**config.mk**
```make
export PLATFORM = sky130hd
export DESIGN_NAME = uart_tx_arbiter
export DESIGN_NICKNAME = d
export VERILOG_FILES = /design/src/rtl/uart_arb_pkg.sv /design/src/rtl/rr_pick.sv /design/src/rtl/uart_tx_arbiter.sv
export SDC_FILE = /design/constraint.sdc
export NUM_CORES = 1
export LEC_CHECK = 0
export ABC_AREA = 1
export CORE_MARGIN = 10
export CORE_UTILIZATION = 58
export CTS_CLUSTER_DIAMETER = 80
export DETAILED_ROUTE_END_ITERATION = 12
export PLACE_DENSITY = 0.88
export SLEW_MARGIN = 20
export SYNTH_ARGS = -nofsm -noshare
export SYNTH_HDL_FRONTEND = slang
export SYNTH_SLANG_ARGS = --single-unit
```
**constraint.sdc**
```tcl
create_clock -name clk -period 3.2 [get_ports clk]
set_clock_uncertainty 0.1 [all_clocks]
set_input_delay 0.64 -clock clk [delete_from_list [all_inputs] [get_ports clk]]
set_output_delay 0.64 -clock clk [all_outputs]
set_load 0.005 [all_outputs]
```
**src/rtl/uart_arb_pkg.sv**
```systemverilog
// Shared definitions for the UART transmit arbiter.
//   arb_state_t     : arbiter FSM states (ARB, WAIT, PULSE, HOLD)
//   UART_THR_ADDR   : UART transmit holding register address
//   DEFAULT_HOLDOFF : default write-to-sample holdoff in cycles
//   DEFAULT_TIMEOUT : default mid-packet idle limit in cycles
package uart_arb_pkg;

  typedef enum logic [1:0] {
    ARB   = 2'd0,
    WAIT  = 2'd1,
    PULSE = 2'd2,
    HOLD  = 2'd3
  } arb_state_t;

  localparam logic [2:0] UART_THR_ADDR   = 3'b000;
  localparam int         DEFAULT_HOLDOFF = 4;
  localparam int         DEFAULT_TIMEOUT = 27_000_000;

endpackage

```
**src/rtl/rr_pick.sv**
```systemverilog
// Rotate-priority encoder: returns the first set request at or above ptr,
// wrapping past N-1 back to 0.
//   req : request vector (N bits)
//   ptr : index with highest priority this cycle (must be < N)
//   idx : index of the selected request (0 when none)
//   any : at least one request is set
module rr_pick
  import uart_arb_pkg::*;
#(
  parameter int N  = 2,
  parameter int PW = (N > 1) ? $clog2(N) : 1
) (
  input  logic [N-1:0]  req,
  input  logic [PW-1:0] ptr,
  output logic [PW-1:0] idx,
  output logic          any
);

  logic [2*N-1:0] dbl;
  logic [2*N-1:0] rot;

  // Rotating a doubled copy puts req[(ptr+k) mod N] at bit k.
  assign dbl = {req, req};
  assign rot = dbl >> ptr;

  always_comb begin
    idx = '0;
    any = 1'b0;
    // Walk downward so the lowest rotated position wins.
    for (int k = N - 1; k >= 0; k--) begin
      if (rot[k]) begin
        idx = PW'((int'(ptr) + k) % N);
        any = 1'b1;
      end
    end
  end

endmodule

```
**src/rtl/uart_tx_arbiter.sv**
```systemverilog
// Round-robin, packet-locking arbiter sharing one UART transmitter between
// N_REQ byte-stream producers, and sequencer for the UART write interface.
//   clk, rst_n   : clock, asynchronous active-low reset
//   req_valid    : per-requester byte available
//   req_data     : per-requester byte
//   req_last     : per-requester end-of-packet marker
//   req_ready    : byte of the current owner accepted (only owner, only WAIT)
//   tx_rdy_n     : UART TxRDYn, low when the holding register is free
//   tx_en        : one-cycle UART write pulse
//   waddr, wdata : UART write address (always THR) and data
//   grant, busy  : current owner index and lock-held flag
//   timeout_err  : one-cycle pulse when a stalled lock is dropped
module uart_tx_arbiter
  import uart_arb_pkg::*;
#(
  parameter  int N_REQ   = 2,
  parameter  int HOLDOFF = DEFAULT_HOLDOFF,
  parameter  int TIMEOUT = DEFAULT_TIMEOUT,
  localparam int GW      = (N_REQ > 1) ? $clog2(N_REQ) : 1
) (
  input  logic                  clk,
  input  logic                  rst_n,
  input  logic [N_REQ-1:0]      req_valid,
  input  logic [N_REQ-1:0][7:0] req_data,
  input  logic [N_REQ-1:0]      req_last,
  output logic [N_REQ-1:0]      req_ready,
  input  logic                  tx_rdy_n,
  output logic                  tx_en,
  output logic [2:0]            waddr,
  output logic [7:0]            wdata,
  output logic [GW-1:0]         grant,
  output logic                  busy,
  output logic                  timeout_err
);

  localparam int HW = (HOLDOFF > 1) ? $clog2(HOLDOFF) : 1;
  localparam int IW = $clog2(TIMEOUT);

  localparam logic [HW-1:0] HOLD_LOAD = HW'(HOLDOFF - 1);
  localparam logic [IW-1:0] IDLE_LAST = IW'(TIMEOUT - 1);
  localparam logic [GW-1:0] LAST_IDX  = GW'(N_REQ - 1);

  arb_state_t    state;
  logic [GW-1:0] rr_ptr;
  logic          last_q;
  logic [HW-1:0] hold_cnt;
  logic [IW-1:0] idle_cnt;

  logic [GW-1:0] pick_idx;
  logic          pick_any;
  logic          xfer;
  logic [GW-1:0] next_ptr;

  rr_pick #(
    .N  (N_REQ),
    .PW (GW)
  ) u_pick (
    .req (req_valid),
    .ptr (rr_ptr),
    .idx (pick_idx),
    .any (pick_any)
  );

  assign xfer     = (state == WAIT) && req_valid[grant] && !tx_rdy_n;
  assign next_ptr = (grant == LAST_IDX) ? '0 : grant + 1'b1;
  assign waddr    = UART_THR_ADDR;

  // Ready is combinational from tx_rdy_n so a byte can move in its first
  // WAIT cycle; non-owners never see ready.
  always_comb begin
    req_ready = '0;
    if (state == WAIT) req_ready[grant] = ~tx_rdy_n;
  end

  always_ff @(posedge clk or negedge rst_n) begin
    if (!rst_n) begin
      state       <= ARB;
      rr_ptr      <= '0;
      grant       <= '0;
      busy        <= 1'b0;
      tx_en       <= 1'b0;
      wdata       <= 8'h00;
      timeout_err <= 1'b0;
      last_q      <= 1'b0;
      hold_cnt    <= '0;
      idle_cnt    <= '0;
    end else begin
      tx_en       <= 1'b0;
      timeout_err <= 1'b0;
      case (state)
        ARB: begin
          if (pick_any) begin
            grant    <= pick_idx;
            busy     <= 1'b1;
            idle_cnt <= '0;
            state    <= WAIT;
          end
        end
        WAIT: begin
          // A transfer on the expiry cycle wins over the timeout.
          if (xfer) begin
            wdata    <= req_data[grant];
            last_q   <= req_last[grant];
            tx_en    <= 1'b1;
            idle_cnt <= '0;
            state    <= PULSE;
          end else if (idle_cnt == IDLE_LAST) begin
            timeout_err <= 1'b1;
            busy        <= 1'b0;
            rr_ptr      <= next_ptr;
            idle_cnt    <= '0;
            state       <= ARB;
          end else begin
            idle_cnt <= idle_cnt + 1'b1;
          end
        end
        PULSE: begin
          hold_cnt <= HOLD_LOAD;
          state    <= HOLD;
        end
        HOLD: begin
          if (hold_cnt == '0) begin
            if (last_q) begin
              busy   <= 1'b0;
              rr_ptr <= next_ptr;
              state  <= ARB;
            end else begin
              state <= WAIT;
            end
          end else begin
            hold_cnt <= hold_cnt - 1'b1;
          end
        end
        default: state <= ARB;
      endcase
    end
  end

endmodule

```
==> summary.md <==
| Metric | Value |
|---|---|
| Status | `finished, final reports clean` |
| CP startpoint kind | `flop` |
| Hold crit path type | `in -> async` |
| # resized after CTS | `0` |
| TNS Setup | `0 ps` |
| Drt total wl | `5670 um` |
| Yosys reg bits | `43` |
| Minimum clock period | `2730 ps` |
| Num CTS Buffers | `5` |
| Share of layout cells above drive strength 1 | `0.126` |
| CP required | `2460 ps` |
| FMAX | `0.366 GHz` |
| Routed WL per cell | `13.4 um` |
| Hold Fails Final Rpt | `0` |
| Remaining DRCs | `0` |
| Peak VDD IR | `0.467 mV` |
| Largest net degree at the start of global routing | `44` |
| Die ar. | `7340 um^2` |
| Syn Inst Count | `335` |
| Syn_area_per_cell | `7.47 um^2` |
| Clock slew at reported path FFs | `80 ps` |
| Post-route cell area | `2950 um^2` |
| Mapped Area | `2500 um^2` |
| Place WS | `683 ps` |
| RSZ-0062 raised after global routing | `false` |
| Clock Sinks | `43` |
| Nature of the critical path endpoint | `output pin` |
| First-pass GRT wire length | `10100 um` |
| P_leak | `1.33 nW` |
| Crit Path Max Fanout | `15` |
| Total power draw | `1.92 mW` |
| Vias | `2249` |
| Max-cap violations | `0` |
| Critical path class | `reg -> out` |
| Layout Utilization | `0.721` |
| Detailed Route Iter0 Violations | `145` |
| Hold_ws | `372 ps` |
| Die W | `85.7 um` |
| # diodes | `0` |
| Clk pwr share | `0.179` |
| Hold Buf Count CTS | `0` |
| Switching Fraction | `0.404` |
| GP Congestion | `0.911` |
| Max layer used | `met4` |
| P_sw | `0.777 mW` |
| Setup violations, final | `0` |
| First drt pass iteration count | `4` |
| Rows | `23` |
| Total grt overflow | `0` |
| Initial cell density of the core | `0.613` |
| Placed Area | `2860 um^2` |
| Final Max Tran Viols | `0` |
| Post-route clock period utilization | `0.853` |
| Yosys Warn Count | `0` |
| Half-perimeter wire length after placement | `4270 um` |
| Vias/cell | `5.32` |
| Syn-to-layout area delta | `17.6%` |
| Sequential share of power | `0.399` |
| Synth cell types | `30` |
| Part of the power in combinational logic | `0.422` |
| Cell Pwr Density | `652 nW/um^2` |
| Clock latency on the worst-skew pair | `300 ps` |
| H-tree depth | `2` |
| Vias in the first global route | `2229` |
| Final Worst Setup Slack | `471 ps` |
| # IOs | `40` |
| Rel. slew slack | `0.373` |
| Internal | `1.14 mW` |
| Gr usage total | `0.166` |
| Sequential area share after synthesis | `0.430` |
| Worst-margin pin slew | `941 ps` |
| Initial antenna violation count | `0` |
| Antenna viol nets, final | `0` |
| Met2 routed WL | `2670 um` |
| Root buf cell | `clkbuf_8` |
| Placed Cells | `415` |
| Metal-1 WL | `2450 um` |
| WL met3 | `449 um` |
| Die Ht | `85.7 um` |
| Core Region | `4090 um^2` |
| Critical Path AT | `1990 ps` |
| Nets@finish | `397` |
| CTS tree | `built` |
| Setup bufs post-CTS | `0` |
| Port buffer count | `36` |
| Finished Layout Cells | `423` |
| Max Root-Sink Buffers | `2` |
[cells in the mapped netlist]
| cell type | number | area share |
|---|---|---|
| ha_1 | 2 | 0.010 |
| nand2_4 | 3 | 0.013 |
| o21ai_0 | 7 | 0.014 |
| a31oi_1 | 9 | 0.022 |
| clkbuf_1 | 2 | 0.0030 |
| a22oi_1 | 1 | 0.0030 |
| inv_4 | 1 | 0.0025 |
| nand2_1 | 99 | 0.15 |
| a21o_1 | 2 | 0.0060 |
| xnor2_1 | 3 | 0.010 |
| o22ai_1 | 1 | 0.0025 |
| nor2_1 | 41 | 0.061 |
| xor2_1 | 6 | 0.021 |
| nor2_4 | 2 | 0.0090 |
| inv_1 | 29 | 0.043 |
| nand4_1 | 6 | 0.015 |
| buf_12 | 1 | 0.0080 |
| buf_6 | 1 | 0.0045 |
| o21ai_1 | 2 | 0.0040 |
| a21oi_1 | 5 | 0.010 |
| conb_1 | 1 | 0.0015 |
| nand3_1 | 22 | 0.044 |
| inv_2 | 4 | 0.0060 |
| buf_4 | 4 | 0.012 |
| nor2_2 | 20 | 0.050 |
| nand3_2 | 2 | 0.0080 |
| a21oi_2 | 1 | 0.0035 |
| nand2_2 | 6 | 0.015 |
| dfrtp_1 | 43 | 0.43 |
| nor3_1 | 9 | 0.018 |
[cells in the final DEF (no fill, tap or decap), types with 2 or more instances in the layout]
master	instances
nand2_2	6
nor2_1	41
a31oi_1	9
nand2_1	99
a21o_1	2
nor2_2	20
a21oi_1	5
nor2_4	2
clkbuf_8	5
o21ai_1	2
nand3_1	22
o21ai_0	7
inv_1	29
inv_2	4
dfrtp_1	43
nand3_2	2
conb_1	3
nand2_4	3
xor2_1	6
nor3_1	9
xnor2_1	3
nand4_1	6
clkdlybuf4s50_1	35
ha_1	2
[area by class of cell]
type                            instances  area, um^2
Clock inverter                          2        12.5
Fill cell                             325        1140
Sequential cell                        43        1080
Clock buffer                            6        72.6
Timing Repair Buffer                   36         355
Inverter                               34         130
Multi-Input combinational cell        252        1240
Tap cell                               50        62.6
[path summary, 6_finish.rpt]
kind | startpoint | to | slack (ps) | cells past startpoint
max reg2reg | idle_cnt[0] | idle_cnt[24] | 1420 | 8
min in group clk | rr_ptr | rr_ptr | 400 | 2
min | rst_n | idle_cnt[5] | 370 | 1
max in group asynchronous | rst_n | idle_cnt[10] | 2030 | 1
min reg2reg | rr_ptr | rr_ptr | 400 | 2
max | grant | req_ready[1] | 470 | 3
[power by group through the flow]
stage	Clock, mW	Combinational (mW)	Sequential (mW)
after floorplan	0	0.581	0.754
after global placement	0	0.795	0.771
after detailed placement	0	0.819	0.773
after CTS	0.351	0.819	0.767
after global routing	0.374	0.913	0.787
final	0.344	0.810	0.767
[layer usage]
layer,up-vias,track usage
met2,58,0.272
met5,-,0
met3,10,0.0615
met4,0,0.0629
met1,1053,0.194
li1,1128,-
[worst max-delay path, cell delays in order (launching register included)]
cell and delay (ps):
dfrtp_1 620, inv_1 290, nor3_1 240, clkdlybuf4s50_1 530
[state kept, by name (all words and copies together) (netlist names), named ones only]
name         count
grant            1
state            1
rr_ptr           1
wdata            8
busy             1
idle_cnt        25
tx_en            1
timeout_err      1
hold_cnt         2
last_q           1
[kinds of logic (layout without fill, tap and decap cells)]
family	count (synthesis)	count (layout)	share of synthesized area
buf+inv	42	78	0.0795
flops	43	43	0.430
simple gates	210	210	0.382
fa+ha+maj	2	2	0.00999
compound gates	28	28	0.0655
xor+xnor	9	9	0.0315
other cells	1	3	0.00150
(Power assumes the default switching activity.)
